`src/rtl/dice_display_ctrl.sv`:
```
// dice_display_ctrl
//   Two-player dice round controller feeding a 7-segment encoder. Each
//   player's roll is latched through a valid/ready handshake. Once both dice
//   are in, the round is evaluated in one cycle and the result is held on the
//   display for HOLD_CYCLES cycles. The 1-2 outcome blinks during that hold.
//   Consecutive doubles are counted before the controller re-arms.
//
// Ports
//   clk, rst_n               : clock, synchronous active-low reset
//   dice1/roll1_valid/ready  : player 1 roll handshake
//   dice2/roll2_valid/ready  : player 2 roll handshake
//   digit, pattern, blank    : encoder controls (0=digit,1=all,2=bars,3=middle)
//   busy                     : evaluating or showing a result
//   round_done               : one-cycle pulse on return to collecting
//   roll_err                 : one-cycle pulse for an out-of-range roll
//   pasch_cnt                : saturating consecutive-doubles count
module dice_display_ctrl #(
  parameter int DICE_W      = 3,
  parameter int MAX_FACE    = 6,
  parameter int HOLD_CYCLES = 1000,
  parameter int BLINK_HALF  = 250,
  parameter int CNT_W       = 4
) (
  input  logic              clk,
  input  logic              rst_n,
  input  logic [DICE_W-1:0] dice1,
  input  logic              roll1_valid,
  output logic              roll1_ready,
  input  logic [DICE_W-1:0] dice2,
  input  logic              roll2_valid,
  output logic              roll2_ready,
  output logic [3:0]        digit,
  output logic [1:0]        pattern,
  output logic              blank,
  output logic              busy,
  output logic              round_done,
  output logic              roll_err,
  output logic [CNT_W-1:0]  pasch_cnt
);

  localparam int HOLD_W  = (HOLD_CYCLES > 1) ? $clog2(HOLD_CYCLES) : 1;
  localparam int BLINK_W = (BLINK_HALF > 1) ? $clog2(BLINK_HALF) : 1;

  localparam logic [1:0] PAT_DIGIT = 2'd0;
  localparam logic [1:0] PAT_ALL   = 2'd1;
  localparam logic [1:0] PAT_BARS  = 2'd2;
  localparam logic [1:0] PAT_MID   = 2'd3;

  typedef enum logic [1:0] {COLLECT, EVAL, SHOW} state_t;

  state_t               state_q, state_d;
  logic [DICE_W-1:0]    d1_q, d1_d, d2_q, d2_d;
  logic                 f1_q, f1_d, f2_q, f2_d;
  logic [3:0]           digit_q, digit_d;
  logic [1:0]           pattern_q, pattern_d;
  logic                 blank_q, blank_d;
  logic                 busy_q, busy_d;
  logic                 round_done_q, round_done_d;
  logic                 roll_err_q, roll_err_d;
  logic [CNT_W-1:0]     pasch_q, pasch_d;
  logic [HOLD_W-1:0]    hold_q, hold_d;
  logic [BLINK_W-1:0]   blink_q, blink_d;
  logic                 ok1, ok2;

  function automatic logic in_range(input logic [DICE_W-1:0] v);
    return (v != '0) && (int'(v) <= MAX_FACE);
  endfunction

  assign roll1_ready = (state_q == COLLECT) && !f1_q;
  assign roll2_ready = (state_q == COLLECT) && !f2_q;
  assign ok1         = in_range(dice1);
  assign ok2         = in_range(dice2);

  always_comb begin
    state_d      = state_q;
    d1_d         = d1_q;
    d2_d         = d2_q;
    f1_d         = f1_q;
    f2_d         = f2_q;
    digit_d      = digit_q;
    pattern_d    = pattern_q;
    blank_d      = blank_q;
    busy_d       = busy_q;
    round_done_d = 1'b0;
    roll_err_d   = 1'b0;
    pasch_d      = pasch_q;
    hold_d       = hold_q;
    blink_d      = blink_q;

    case (state_q)
      COLLECT: begin
        if (roll1_valid && roll1_ready && ok1) begin
          d1_d = dice1;
          f1_d = 1'b1;
        end
        if (roll2_valid && roll2_ready && ok2) begin
          d2_d = dice2;
          f2_d = 1'b1;
        end
        roll_err_d = (roll1_valid && roll1_ready && !ok1) ||
                     (roll2_valid && roll2_ready && !ok2);
        if (f1_d && f2_d) begin
          state_d = EVAL;
          busy_d  = 1'b1;
        end
      end

      EVAL: begin
        state_d = SHOW;
        hold_d  = '0;
        blink_d = '0;
        blank_d = 1'b0;
        if (d1_q == d2_q) begin
          digit_d   = 4'(d1_q);
          pattern_d = PAT_DIGIT;
          pasch_d   = (pasch_q == '1) ? pasch_q : pasch_q + 1'b1;
        end else begin
          digit_d = '0;
          pasch_d = '0;
          if ((d1_q == DICE_W'(1) && d2_q == DICE_W'(2)) ||
              (d1_q == DICE_W'(2) && d2_q == DICE_W'(1)))
            pattern_d = PAT_ALL;
          else if ((d1_q == DICE_W'(3)) || (d2_q == DICE_W'(3)))
            pattern_d = PAT_BARS;  // dice differ here, so at most one is 3
          else
            pattern_d = PAT_MID;
        end
      end

      SHOW: begin
        if (hold_q == HOLD_W'(HOLD_CYCLES - 1)) begin
          state_d      = COLLECT;
          f1_d         = 1'b0;
          f2_d         = 1'b0;
          digit_d      = '0;
          pattern_d    = PAT_MID;
          blank_d      = 1'b0;
          busy_d       = 1'b0;
          round_done_d = 1'b1;
        end else begin
          hold_d = hold_q + 1'b1;
          // blank is registered, so it toggles on the edge closing each half-period
          if (blink_q == BLINK_W'(BLINK_HALF - 1)) begin
            blink_d = '0;
            blank_d = (pattern_q == PAT_ALL) ? ~blank_q : 1'b0;
          end else begin
            blink_d = blink_q + 1'b1;
          end
        end
      end

      default: state_d = COLLECT;
    endcase
  end

  always_ff @(posedge clk) begin
    if (!rst_n) begin
      state_q      <= COLLECT;
      d1_q         <= '0;
      d2_q         <= '0;
      f1_q         <= 1'b0;
      f2_q         <= 1'b0;
      digit_q      <= '0;
      pattern_q    <= PAT_MID;
      blank_q      <= 1'b0;
      busy_q       <= 1'b0;
      round_done_q <= 1'b0;
      roll_err_q   <= 1'b0;
      pasch_q      <= '0;
      hold_q       <= '0;
      blink_q      <= '0;
    end else begin
      state_q      <= state_d;
      d1_q         <= d1_d;
      d2_q         <= d2_d;
      f1_q         <= f1_d;
      f2_q         <= f2_d;
      digit_q      <= digit_d;
      pattern_q    <= pattern_d;
      blank_q      <= blank_d;
      busy_q       <= busy_d;
      round_done_q <= round_done_d;
      roll_err_q   <= roll_err_d;
      pasch_q      <= pasch_d;
      hold_q       <= hold_d;
      blink_q      <= blink_d;
    end
  end

  assign digit      = digit_q;
  assign pattern    = pattern_q;
  assign blank      = blank_q;
  assign busy       = busy_q;
  assign round_done = round_done_q;
  assign roll_err   = roll_err_q;
  assign pasch_cnt  = pasch_q;

endmodule
```
`config.mk`:
```
export PLATFORM = sky130hd
export DESIGN_NAME = dice_display_ctrl
export DESIGN_NICKNAME = d
export VERILOG_FILES = /design/src/rtl/dice_display_ctrl.sv
export SDC_FILE = /design/constraint.sdc
export NUM_CORES = 1
export LEC_CHECK = 0
export CORE_AREA = 2 2 83 85
export CTS_CLUSTER_SIZE = 16
export DETAILED_ROUTE_END_ITERATION = 12
export DIE_AREA = 0 0 85 87
export PLACE_DENSITY = 0.5
export SYNTH_ARGS = -nofsm -noshare
export SYNTH_HDL_FRONTEND = slang
export SYNTH_SLANG_ARGS = --single-unit
```
`constraint.sdc`:
```
create_clock -name clk -period 2.15 [get_ports clk]
set_clock_uncertainty 0.1 [all_clocks]
set_input_delay 0.43 -clock clk [delete_from_list [all_inputs] [get_ports clk]]
set_output_delay 0.43 -clock clk [all_outputs]
set_load 0.01 [all_outputs]
```
== Word-level counts from Yosys, hierarchy flattened ==
Index checks and enable logic that the tools add are counted.
Operators by class
  mux-type cells: 32
  shift operators: 0
  div/mod/pow operators: 0
  $lt $le $gt $ge: 2
  equality and inequality tests: 18
  multiply operators: 0
  bitwise gates (word level): 1
  $add $sub $neg: 3
  reduce and logical (&&, ||, !) cells: 36
Operator list (count)
  10-bit case mux with 2 select lines: 1
  2-bit AND reduction: 10
  8-bit 2-to-1 mux: 2
  8-bit case mux with 2 select lines: 1
  1-bit logical AND: 13
  3-bit by 2-bit equality test with 1-bit output (second input constant): 4
  4-bit 2-to-1 mux: 3
  1-bit 2-to-1 mux: 11
  10-bit by 1-bit adder with 10-bit output (second input constant): 1
  10-bit equality test (second input constant): 1
  10-bit 2-to-1 mux: 1
  2-bit 2-to-1 mux: 5
  8-bit by 1-bit adder with 8-bit output (second input constant): 1
  8-bit equality test (second input constant): 1
  1-bit case mux with 2 select lines: 4
  4-bit case mux with 2 select lines: 1
  3-bit by 1-bit equality test with 1-bit output (second input constant): 2
  3-bit less-or-equal comparator (second input constant): 2
  2-bit inequality test (second input constant): 3
  2-bit case mux with 3 select lines: 1
  3-bit nonzero test: 2
  4-bit by 1-bit adder with 4-bit output (second input constant): 1
  2-bit by 1-bit equality test with 1-bit output (second input constant): 2
  4-bit equality test (second input constant): 1
  other kinds (12): 18
Word-level totals
  input port bits: 10
  logic and storage cells: 106
  output and inout bits: 16
  latch bits: 0
  bits in writable memories: 0
  bits in registers: 42
  memory bits (read-only): 0
  memories kept: 0

== Longest topological paths before layout ==
Gate-level depths: netlist of the first run.
  word-level depth: 9
  gate-level depth with buffers: 7

== Worst setup path after synthesis of the first run ==
OpenSTA, ideal clock, no wires.
  path type: register -> register
  start point: reg hold_q[0]
  end point: reg blink_q[0]
  stages on the path, launching flop included: 8
  arrival: 1553 ps
  data required time: 1919 ps
  path slack: 366 ps
  cell sequence: dfxtp_1 ha_1 nand2b_1 o41ai_4 buf_6 buf_8 xor2_1 nor2_1
Between the ends
  word-level cells in the longest chain between the ends: 3
RTL lines
  start, declared: line 61  | logic [HOLD_W-1:0] hold_q, hold_d;
  start signal, assigned: line 185  | hold_q <= hold_d;
  10-bit equality test: line 131  | if (hold_q == HOLD_W'(HOLD_CYCLES - 1)) begin
  2-bit inequality test (no source line)
  2-bit AND reduction (no source line)
  end signal, assigned: line 186  | blink_q <= blink_d;
  end, declared: line 62  | logic [BLINK_W-1:0] blink_q, blink_d;
No other way between the ends.
A chain may end at the register's enable or synchronous reset.

== Worst setup path in the final report of the first run ==
  start point: reg hold_q[0]
  end point: reg blink_q[5]
The elaborated chain is that of the path after synthesis.

==> results of run 1 <==
[how the worst min path moves through the flow]
stage,from,endpoint,slack (ps),cells after the start
after floorplan,blink_q[7],blink_q[7],350,2
after global placement,busy,busy,350,1
after detailed placement,busy,busy,350,1
after CTS,busy,busy,370,1
after global routing,digit[0],digit[0],390,1
final,busy,busy,360,1
[per-stage QoR]
stage / util / worst slack, ps / setup TNS [ps] / power (W) / instances
2_1_floorplan: - / 366.1 / 0 / 0.001068 / 266
3_3_place_gp: 0.4019 / -20.58 / -36.38 / 0.001225 / 378
3_5_place_dp: 0.4019 / -23.99 / -40.39 / 0.001225 / 378
4_1_cts: 0.4150 / 54.06 / 0 / 0.001753 / 385
5_1_grt: 0.4158 / 88.63 / 0 / 0.001830 / 385
6_report: 0.4158 / 225.3 / 0 / 0.001726 / 385
[registers in the layout (all words and copies together), names as in the netlist]
register	flops
f2_q	1
pattern	2
hold_q	10
state_q	2
blank	1
d1_q	3
roll_err	1
busy	1
round_done	1
blink_q	8
digit	3
d2_q	3
f1_q	1
pasch_cnt	4
[area by class of cell]
type                            count  area [µm²]  area share
Sequential cell                    41       820.8      0.3005
Multi-Input combinational cell    203        1267      0.4640
Inverter                            7       26.28    0.009620
Tap cell                           80       100.1     0.03665
Timing Repair Buffer               47       430.4      0.1576
Clock buffer                        7       86.33     0.03161
[synthesized netlist by cell type (5+ instances only)]
cell / count
clkbuf_1: 10
nor2_1: 18
o31ai_1: 8
or4_1: 6
o21ai_1: 6
nand2_1: 22
nand3_1: 22
or3_1: 11
nand2b_1: 9
o21ai_0: 10
dfxtp_1: 41
a21oi_1: 24
inv_1: 7
xor2_1: 5
[per-layer routing]
layer,vias up,GRT usage
met1,971,0.1958
met2,30,0.2571
met5,-,0
li1,1061,-
met4,0,0.06061
met3,9,0.03318
[power by group through the flow]
stage	Combinational [W]	Clock (W)	Sequential (W)
global route	0.000410	0.000579	0.000841
finish	0.000369	0.000523	0.000833
floorplan	0.000238	0	0.000830
detailed placement	0.000373	0	0.000852
global placement	0.000373	0	0.000852
CTS	0.000375	0.000544	0.000834
[cell families after synthesis]
| logic type | share of synthesized area |
|---|---|
| AO/OA/AOI/OAI | 0.2237 |
| other | 0.001706 |
| XOR/XNOR | 0.01992 |
| flip-flops | 0.3734 |
| adder cells (fa/ha/maj) | 0.02277 |
| AND/OR/NAND/NOR | 0.2948 |
| buffers and inverters | 0.05008 |
| multiplexers | 0.01366 |
==> run metrics, run 1 <==
Core ar. 6569 µm²; share of layout cells above drive strength 1 0.1180; top layer in use met4; static leakage 0.9971 nW; CTS tree yes; Yosys warnings 0; Final Hold Viols 0; RSZ-0062 raised after global routing false; Reg-to-Reg Start hold_q[0]; Switch Pwr around 0.0005 W; power share of the clock group 0.303; most frequent cells in the layout 41 x dfxtp_1, 24 x a21oi_1; final wirelength 5399 µm; ant diodes 0; number of flops mapped to enable cells by yosys 0; H-tree levels 2; max_cap viols 0; Synth Area per Inst 8.265 µm²; critical path cell sequence ha_1 > buf_4 > nand2b_1 > o41ai_4 > buf_4 > or4_1 > a21oi_1; Worst Path Buf+Inv 2; TritonCTS Buffers 5; port bufs 24; most common cell after layout, fill and taps aside dfxtp_1; hold_ws between 300 and 400 ps; Reg clk slew, reported paths 80 ps; vias per inst 5.379; VDD IR max 0.3366 mV; Setup violations, final 0; CP Launch Point hold_q[0]; critical path's largest stage delay 510 ps; vias in the first global route about 1,900; crit-path most repeated cell buf_4; Tot GR Track Use 0.1546; full die area 7395 µm²; initial antenna violation count 0; root buf cell clkbuf_8; sequential share of power 0.483; Detail Route Antenna Nets 0; Metal-1 WL 2557 µm; DRC 0; Starting DRT DRC Count between 40 and 50; Initial DRT Pass Iterations 4; global-route wire length before repair 9114 µm; R2R cell count 7; Reg2Reg Setup Slack 230 ps; GPL Wtd Cong around 0.83; Post-CTS Hold Buffers 0; Net Sw Frac 0.2892; Slew HR 0.6377; height of the die 87 µm; Post-synth ARST share 0; post-CTS sizing 0; largest net degree at the start of global routing 14; met2 WL 2529 µm; Worst setup SP type flip-flop; Row Count 30; ranking of synthesized cells by area dfxtp_1 37%, a21oi_1 5.5%, nand3_1 5.0%; Initial Util 0.3347; routed wire length per instance ~14 µm; Net count, final 319; fillers 674; Post-synth top flop dfxtp_1; worst setup path end blink_q[5]; Post-Syn Instances 266; Placed Area 2640 µm²; slowest cell on the critical path or4_1; clock latency on the worst-skew pair about 300 ps; final instance area between 2000 and 3000 µm²; power per cell area 631.9 nW/µm²; Max Clk Rate 0.5195 GHz; crit path kind flip-flop to flip-flop; Hold/Removal Path Class flip-flop to flip-flop; CP required 2280 ps; postcts setup bufs 0; Final HPWL DP approximately 4000 µm; Crit Path Max Fanout 12; outcome completed; Yosys top cell area share 0.3734; leading area contributor after synthesis dfxtp_1; top cell family by delay on the critical path simple AND/OR/NAND/NOR gates; post-synth net total between 200 and 300; Worst setup EP type flip-flop; Clock Path Buffers 2; Vias 2,071; Die X 85 µm; met3 routed WL 201 µm; crit path DAT 2050 ps; CP Depth 7; worst r2r dst blink_q[5]; Final Cycle Share 0.8952; logic gate share of total power 0.214; register area share after synthesis 0.3734; Syn Std Cell Area 2198 µm²; Congestion Overflow GR 0; clock sink count between 40 and 50; internal power around 0.0012 W; synth unique cells 51; I/O pin total 26; post-layout minimum cycle time 1925 ps; area delta synth->final 24.25%; Least-Margin Pin Slew 539.8 ps; number of synthesized register bits 41; Slew Limit Fails 0
Note: power is estimated with default switching activity, not from simulation.
==> inputs of run 2 (changes only) <==
Settings changed: TNS_END_PERCENT set to 1.
==> results of run 2 <==
Same layout as run 1: the final DEF is identical, and so are final timing and power.
